===== src/rtl/alu_pkg.sv =====
// Shared ALU definitions: opcode encoding, legal opcode bytes and the
// command-unpacker FSM states.
package alu_pkg;

  typedef enum logic [1:0] {
    OP_ADD = 2'd0,
    OP_MUL = 2'd1,
    OP_DIV = 2'd2
  } opcode_t;

  localparam logic [7:0] OPB_ADD = 8'h00;
  localparam logic [7:0] OPB_MUL = 8'h01;
  localparam logic [7:0] OPB_DIV = 8'h02;

  typedef enum logic [1:0] {
    S_OP,
    S_A,
    S_B,
    S_EMIT
  } unpack_state_t;

  function automatic logic is_legal_op(input logic [7:0] b);
    return (b == OPB_ADD) || (b == OPB_MUL) || (b == OPB_DIV);
  endfunction

endpackage


===== src/rtl/alu_cmd_unpack_if.sv =====
// Byte-stream input and assembled-command output of the ALU command unpacker.
interface alu_cmd_unpack_if
  import alu_pkg::*;
#(
  parameter int width_p = 32
);
  logic               valid_i;
  logic [7:0]         data_i;
  logic               ready_o;
  logic               ready_i;
  logic               valid_o;
  opcode_t            opcode_o;
  logic [width_p-1:0] operand_a_o;
  logic [width_p-1:0] operand_b_o;
  logic               error_o;

  modport slave (
    input  valid_i, data_i, ready_i,
    output ready_o, valid_o, opcode_o, operand_a_o, operand_b_o, error_o
  );

  modport master (
    output valid_i, data_i, ready_i,
    input  ready_o, valid_o, opcode_o, operand_a_o, operand_b_o, error_o
  );
endinterface


===== src/rtl/alu_cmd_unpack.sv =====
// Assembles UART bytes into {opcode, A, B} commands (operands little-endian)
// and hands them to the ALU over a registered valid/ready interface.
module alu_cmd_unpack
  import alu_pkg::*;
#(
  parameter int width_p = 32
) (
  input  logic             clk_i,
  input  logic             reset_i,
  alu_cmd_unpack_if.slave  bus
);

  localparam int NB = width_p / 8;
  localparam int CW = (NB > 1) ? $clog2(NB) : 1;
  localparam logic [CW-1:0] LAST = CW'(NB - 1);

  unpack_state_t      r_state, w_state_nxt;
  logic [CW-1:0]      r_cnt;
  logic               r_valid, r_err;
  opcode_t            r_opcode;
  logic [width_p-1:0] r_a, r_b;

  logic w_ready, w_accept, w_last, w_legal;
  logic w_lat_op, w_wr_a, w_wr_b, w_err, w_set_vld, w_clr_vld, w_cnt_clr, w_cnt_inc;

  assign w_ready  = (r_state != S_EMIT) | bus.ready_i;
  assign w_accept = bus.valid_i & w_ready;
  assign w_last   = (r_cnt == LAST);
  assign w_legal  = is_legal_op(bus.data_i);

  always_ff @(posedge clk_i or posedge reset_i) begin
    if (reset_i) r_state <= S_OP;
    else         r_state <= w_state_nxt;
  end

  always_comb begin
    w_state_nxt = r_state;
    w_lat_op    = 1'b0;
    w_wr_a      = 1'b0;
    w_wr_b      = 1'b0;
    w_err       = 1'b0;
    w_set_vld   = 1'b0;
    w_clr_vld   = 1'b0;
    w_cnt_clr   = 1'b0;
    w_cnt_inc   = 1'b0;
    case (r_state)
      S_OP: begin
        if (w_accept) begin
          if (w_legal) begin
            w_lat_op    = 1'b1;
            w_cnt_clr   = 1'b1;
            w_state_nxt = S_A;
          end else begin
            w_err = 1'b1;
          end
        end
      end
      S_A: begin
        if (w_accept) begin
          w_wr_a = 1'b1;
          if (w_last) begin
            w_cnt_clr   = 1'b1;
            w_state_nxt = S_B;
          end else begin
            w_cnt_inc = 1'b1;
          end
        end
      end
      S_B: begin
        if (w_accept) begin
          w_wr_b = 1'b1;
          if (w_last) begin
            w_cnt_clr   = 1'b1;
            w_set_vld   = 1'b1;
            w_state_nxt = S_EMIT;
          end else begin
            w_cnt_inc = 1'b1;
          end
        end
      end
      S_EMIT: begin
        // The byte arriving alongside the output handshake is the next opcode.
        if (bus.ready_i) begin
          w_clr_vld   = 1'b1;
          w_state_nxt = S_OP;
          if (w_accept) begin
            if (w_legal) begin
              w_lat_op    = 1'b1;
              w_cnt_clr   = 1'b1;
              w_state_nxt = S_A;
            end else begin
              w_err = 1'b1;
            end
          end
        end
      end
      default: w_state_nxt = S_OP;
    endcase
  end

  always_ff @(posedge clk_i or posedge reset_i) begin
    if (reset_i) begin
      r_cnt    <= '0;
      r_valid  <= 1'b0;
      r_err    <= 1'b0;
      r_opcode <= OP_ADD;
      r_a      <= '0;
      r_b      <= '0;
    end else begin
      r_err <= w_err;
      if (w_set_vld)      r_valid <= 1'b1;
      else if (w_clr_vld) r_valid <= 1'b0;
      if (w_cnt_clr)      r_cnt <= '0;
      else if (w_cnt_inc) r_cnt <= r_cnt + 1'b1;
      if (w_lat_op) r_opcode <= opcode_t'(bus.data_i[1:0]);
      // Lanes are overwritten in place; no clear is needed between packets.
      if (w_wr_a) r_a[{r_cnt, 3'b000} +: 8] <= bus.data_i;
      if (w_wr_b) r_b[{r_cnt, 3'b000} +: 8] <= bus.data_i;
    end
  end

  assign bus.ready_o     = w_ready;
  assign bus.valid_o     = r_valid;
  assign bus.opcode_o    = r_opcode;
  assign bus.operand_a_o = r_a;
  assign bus.operand_b_o = r_b;
  assign bus.error_o     = r_err;

endmodule


===== src/flat_wrapper.sv =====
// flat-port wrapper written by rule: the top's interface ports become plain ports
module alu_cmd_unpack_flat import alu_pkg::*;
#(
  parameter int width_p = 32
)
  (clk_i, reset_i, bus_valid_i, bus_data_i, bus_ready_i, bus_ready_o, bus_valid_o, bus_opcode_o, bus_operand_a_o, bus_operand_b_o, bus_error_o);
  alu_cmd_unpack_if #(.width_p(width_p)) bus_i ();
  input  logic clk_i;
  input  logic reset_i;
  input wire logic [$bits(bus_i.valid_i)-1:0] bus_valid_i;
  input wire logic [$bits(bus_i.data_i)-1:0] bus_data_i;
  input wire logic [$bits(bus_i.ready_i)-1:0] bus_ready_i;
  output wire logic [$bits(bus_i.ready_o)-1:0] bus_ready_o;
  output wire logic [$bits(bus_i.valid_o)-1:0] bus_valid_o;
  output wire logic [$bits(bus_i.opcode_o)-1:0] bus_opcode_o;
  output wire logic [$bits(bus_i.operand_a_o)-1:0] bus_operand_a_o;
  output wire logic [$bits(bus_i.operand_b_o)-1:0] bus_operand_b_o;
  output wire logic [$bits(bus_i.error_o)-1:0] bus_error_o;
  assign bus_i.valid_i = bus_valid_i;
  assign bus_i.data_i = bus_data_i;
  assign bus_i.ready_i = bus_ready_i;
  assign bus_ready_o = bus_i.ready_o;
  assign bus_valid_o = bus_i.valid_o;
  assign bus_opcode_o = bus_i.opcode_o;
  assign bus_operand_a_o = bus_i.operand_a_o;
  assign bus_operand_b_o = bus_i.operand_b_o;
  assign bus_error_o = bus_i.error_o;
  alu_cmd_unpack #(.width_p(width_p)) u_core (.clk_i(clk_i), .reset_i(reset_i), .bus(bus_i));
endmodule

===== config.mk =====
export PLATFORM = sky130hd
export DESIGN_NAME = alu_cmd_unpack_flat
export DESIGN_NICKNAME = d
export VERILOG_FILES = /design/src/rtl/alu_pkg.sv /design/src/rtl/alu_cmd_unpack_if.sv /design/src/rtl/alu_cmd_unpack.sv /design/src/flat_wrapper.sv
export SDC_FILE = /design/constraint.sdc
export NUM_CORES = 1
export LEC_CHECK = 0
export ABC_AREA = 1
export CAP_MARGIN = 20
export CORE_MARGIN = 4
export CORE_UTILIZATION = 38
export DETAILED_ROUTE_END_ITERATION = 7
export HOLD_SLACK_MARGIN = 0.12
export PLACE_DENSITY_LB_ADDON = 0.2
export SLEW_MARGIN = 5
export SYNTH_ARGS = -nofsm -noshare
export SYNTH_HDL_FRONTEND = slang
export SYNTH_SLANG_ARGS = --single-unit

===== constraint.sdc =====
create_clock -name clk_i -period 4 [get_ports clk_i]
set_clock_uncertainty 0.1 [all_clocks]
set_input_delay 0.8 -clock clk_i [delete_from_list [all_inputs] [get_ports clk_i]]
set_output_delay 0.8 -clock clk_i [all_outputs]
set_load 0.02 [all_outputs]

# == Word level (Yosys, flattened, before mapping) ==
# Index checks and enable logic that the tools add are counted.
# op_classes
n_addsub,2
eq_ne,14
n_shift,2
muxes,36
bitwise_logic,2
n_reduce_logical,8
# op_table
op,n
$bwmux W32,2
$shift A8 B7 Y32 const A,1
$shiftx A8 B7 Y32,1
$mux W1,20
$mux W2,10
$ne A2 B1 Y1 const B,6
$eq A8 B1 Y1 const B,1
$eq A8 B2 Y1 const B,1
$logic_not A8 Y1,1
$pmux W2 S4,1
$neg A5 Y7,1
$reduce_and A7 Y1,1
$eq A2 B2 Y1 const B,3
$ne A2 B2 Y1 const B,2
$pmux W1 S2,2
$reduce_bool A2 Y1,2
$pmux W1 S3,1
$add A2 B1 Y2 const B,1
$eq A2 B1 Y1 const B,1
$logic_not A2 Y1,1
$logic_or A1 B1 Y1,2
$reduce_or A2 Y1,1
$and A1 B1 Y1,1
$or A1 B1 Y1,1
# word_totals
regBits,72
inputBits,12
output_inout_bits,69
word_cells,71

# == Logic depth before layout (Yosys ltp) ==
# logic_depth
word_depth,8
depth_mapped,9
mapped_depth_nobuf,9

# == Worst setup path before layout ==
# OpenSTA, ideal clock, no wires.
# synth_timing
kind,input-to-output
from,input port bus_ready_i
to,output port bus_ready_o
t_arrival_ns,0.918
required_time_ns,3.100
setup_slack_ns,2.182
path_stages,2
path_buffers,0
cell_sequence,inv_2 > nand2_4
# synth_via
elab_chain_len,1
# synth_lines
item,line,rtl
"start, declared",flat_wrapper.sv:12,input wire logic [$bits(bus_i.ready_i)-1:0] bus_ready_i;
$or A1 B1 Y1,alu_cmd_unpack.sv:26,assign w_ready = (r_state != S_EMIT) | bus.ready_i;
"end, declared",flat_wrapper.sv:13,output wire logic [$bits(bus_i.ready_o)-1:0] bus_ready_o;
# Every way passes these cells.

# == Worst setup path in the final report ==
# Ends and elaborated chain as after synthesis.

==> run_results.csv <==
group,metric,value,unit
status,run_status,"finished, final reports clean",
floorplanning,ioPinCount,81,
floorplanning,die-area,10700,um^2
floorplanning,initial_core_util,39.3,%
worst_hold_path,hold_path_end,"u_core.bus.operand_a_o[7]",
worst_setup_path,critical_path_class,"input port to primary output",
final_layout,num-nets-final,499,
yosys,netlist_top_cells_count,"sky130_fd_sc_hd__nand2_1, sky130_fd_sc_hd__dfrtp_1, sky130_fd_sc_hd__o21ai_1",
cts,clock_tree.buffer_depth,2,
sta,number_of_max_slew_violations_in_the_final_report,0,
worst_setup_path,critPathArrivalTime,2050,ps
power_and_ir_drop,total_power,3.61,mW
sta,hold_viol_final,0,
worst_setup_path,critPathLaunchType,"input port",
routing,drt_iter0_markers,117,
cts,cts_max_level,3,
worst_setup_path,cp_max_fo,3,
yosys,synth_seq_cells,72,
final_layout,layout.cells.non_filler,590,
worst_setup_path,worst_r2r_startpoint,"u_core.r_cnt[0]",
power_and_ir_drop,static-leakage-power,2.26,nW
worst_hold_path,hp-class,"flip-flop to flip-flop",
placed_design,dp_cells,574,
placed_design,port_buffers,80,
routing,detail-route-antenna-nets,0,
placed_design,pre_cts_slack,1050,ps
global_route,antenna_found_initial,0,
sta,timing.slew.headroom,44.6,%
floorplanning,fp.dieH,103,um
yosys,synth_nets,417,
routing,remaining_drc_errors,0,
placed_design,post-dp-hpwl,6.21,mm
yosys,postSynthAreaPerCell,8.73,um^2
sta,fin_crit_sh,73.8,%
worst_setup_path,worstRegToRegCells,7,
cts,cts-root-buf,"sky130_fd_sc_hd__clkbuf_8",
routing,vias_per_cell,4.82,
cts,worst_setup_hold_path_clk_slew,80,ps
global_route,grt_max_degree,39,
yosys,synth_async_sr_flop_share,100,%
sta,grt_setup_unrepaired,"no",
placed_design,gp_routability_congestion,0.802,
worst_hold_path,hold_start,"u_core.bus.operand_a_o[7]",
cts,cts.sink_count,72,
sta,finalSetupViolations,0,
final_layout,antenna_cells,0,
global_route,grt_overflow,0,
worst_hold_path,depth_of_the_worst_hold_timing_path,2,
worst_setup_path,worst-r2r-setup-slack,1970,ps
yosys,yosysMostFrequentCell,"sky130_fd_sc_hd__nand2_1",
sta,max_freq,339,MHz
cts,tritoncts,"yes",
yosys,synth.top_cells.by_area,"sky130_fd_sc_hd__dfrtp_1, sky130_fd_sc_hd__nand2_1, sky130_fd_sc_hd__o21ai_1",
worst_setup_path,critPathCaptureType,"primary output",
floorplanning,fp-row-count,34,
cts,post_cts.repair.setup_buffers,0,
floorplanning,core_region_area,8760,um^2
yosys,number_of_enable_flip_flop_cells_after_synthesis,0,
sta,worst-slew-pin-transition,829,ps
routing,wire_per_inst,14.8,um
sta,min_hold_slack,379,ps
worst_setup_path,worstReg2RegEnd,"u_core.bus.operand_a_o[7]",
final_layout,drive_above_1_share,10.6,%
worst_setup_path,worst_ep_required_time,3100,ps
yosys,synthCells,395,
floorplanning,die_width,103,um
yosys,synth_cell_type_count,27,
routing,first_pass_iters,4,
yosys,ys_warn_count,0,
cts,cts_made_buffers,9,
power_and_ir_drop,vdd.ir_drop.worst,373,uV
cts,cts_resized,0,
yosys,most_used_flip_flop_cell_after_synthesis,"sky130_fd_sc_hd__dfrtp_1",
yosys,netlist.top_cell.by_area,"sky130_fd_sc_hd__dfrtp_1",
power_and_ir_drop,powerDensity,793,nW/um^2
yosys,synth.cell_area,3450,um^2
cts,cts_hold_repair.buffers,0,
routing,via_count,2843,
global_route,grt_first_pass_wirelength,14.2,mm
sta,postLayoutSetupSlackWorst,1050,ps
sta,timing.final.crit_period,2950,ps
yosys,synth_sequential_area_ratio,52.2,%
final_layout,layout-area-overhead-vs-synth,32.1,%
sta,tns,0,ps
global_route,grt_pass1_vias,2866,
cts,clock_insertion_delay_worst_skew,350,ps
global_route,grt_use_total,17.3,%
yosys,synth.top_cell.area_share,52.2,%
final_layout,filler_cell_count,835,
routing,post_detailed_routing_wire_length,8.76,mm
flow_run,cap_viol_max_count,0,
==> area by class of cell <==
cell class / instances / area [um^2] / share of cell area (%)
sequential: 72 / 1800 / 39.6
multi-input combinational: 287 / 1460 / 32.0
timing repair buffer: 81 / 821 / 18.0
clock buffer: 12 / 155 / 3.41
tap: 108 / 135 / 2.97
inverter: 26 / 108 / 2.36
clock inverter: 4 / 76.3 / 1.68
==> critical path: stages <==
cell and delay (ps):
sky130_fd_sc_hd__clkdlybuf4s50_1 510, sky130_fd_sc_hd__inv_2 60, sky130_fd_sc_hd__nand2_4 70, sky130_fd_sc_hd__clkdlybuf4s50_1 600
==> how the worst max path moves through the flow <==
stage,startpoint,end,depth (start not counted)
floorplan,reset_i,u_core.bus.error_o,1
global placement,bus_ready_i,bus_ready_o,4
detailed placement,bus_ready_i,bus_ready_o,4
CTS,bus_ready_i,bus_ready_o,4
global route,bus_ready_i,bus_ready_o,4
finish,bus_ready_i,bus_ready_o,4
==> cells by family (layout without fill, tap and decap cells) <==
| logic type | Yosys count | after routing | share of synthesized area [%] |
|---|---|---|---|
| adders and majority gates | 10 | 10 | 3.63 |
| DFF | 72 | 72 | 52.2 |
| buffers and inverters | 36 | 123 | 5.48 |
| and+or+nand+nor | 208 | 208 | 27.2 |
| xor gates and xnor gates | 1 | 1 | 0.254 |
| AOI/OAI and AO/OA | 68 | 68 | 11.2 |
==> where the power goes <==
group	switching, mW	internal (mW)	total (mW)	leakage [nW]
Sequential	0.171	0.998	1.17	0.985
Clock	0.283	0.387	0.670	0.113
Combinational	1.09	0.678	1.77	1.16
==> per-stage QoR <==
stage	instance area [um^2]	util [%]
after floorplan	3450	-
after global placement	4320	49.3
after detailed placement	4320	49.3
after CTS	4550	52.0
after global routing	4550	52.0
final	4550	52.0
==> layout by cell type (no fill, tap or decap) <==
cell,n
sky130_fd_sc_hd__a21oi_1,4
sky130_fd_sc_hd__a32o_1,1
sky130_fd_sc_hd__buf_12,1
sky130_fd_sc_hd__bufinv_16,2
sky130_fd_sc_hd__clkbuf_1,1
sky130_fd_sc_hd__clkbuf_8,11
sky130_fd_sc_hd__clkdlybuf4s50_1,80
sky130_fd_sc_hd__clkinv_4,1
sky130_fd_sc_hd__clkinvlp_4,1
sky130_fd_sc_hd__dfrtp_1,72
sky130_fd_sc_hd__ha_1,10
sky130_fd_sc_hd__inv_1,17
sky130_fd_sc_hd__inv_2,7
sky130_fd_sc_hd__inv_4,1
sky130_fd_sc_hd__inv_8,1
sky130_fd_sc_hd__nand2_1,144
sky130_fd_sc_hd__nand2_2,2
sky130_fd_sc_hd__nand2_4,2
sky130_fd_sc_hd__nand2_8,2
sky130_fd_sc_hd__nand3_1,5
sky130_fd_sc_hd__nand4_1,2
sky130_fd_sc_hd__nor2_1,25
sky130_fd_sc_hd__nor2_2,1
sky130_fd_sc_hd__nor2_4,7
sky130_fd_sc_hd__nor2_8,1
sky130_fd_sc_hd__nor3_1,17
sky130_fd_sc_hd__o21ai_0,10
sky130_fd_sc_hd__o21ai_1,42
sky130_fd_sc_hd__o21ai_2,11
sky130_fd_sc_hd__xor2_1,1
==> registers in the layout (all words and copies together) (netlist names) <==
| name | cells |
|---|---|
| u_core.r_cnt | 2 |
| u_core.bus.operand_a_o | 32 |
| u_core.bus.operand_b_o | 32 |
| u_core.r_state | 2 |
| u_core.bus.opcode_o | 2 |
| u_core.bus.error_o | 1 |
| u_core.bus.valid_o | 1 |
==> routing by layer <==
| metal | global-route usage, % | share of wire [%] | up-vias |
|---|---|---|---|
| met2 | 27.9 | 47 | 56 |
| li1 | - | - | 1439 |
| met1 | 23.4 | 47 | 1339 |
| met4 | 5.48 | 1.2 | 0 |
| met3 | 3.62 | 4.5 | 9 |
| met5 | 0 | 0 | - |
Note: power is estimated with default switching activity, not from simulation.
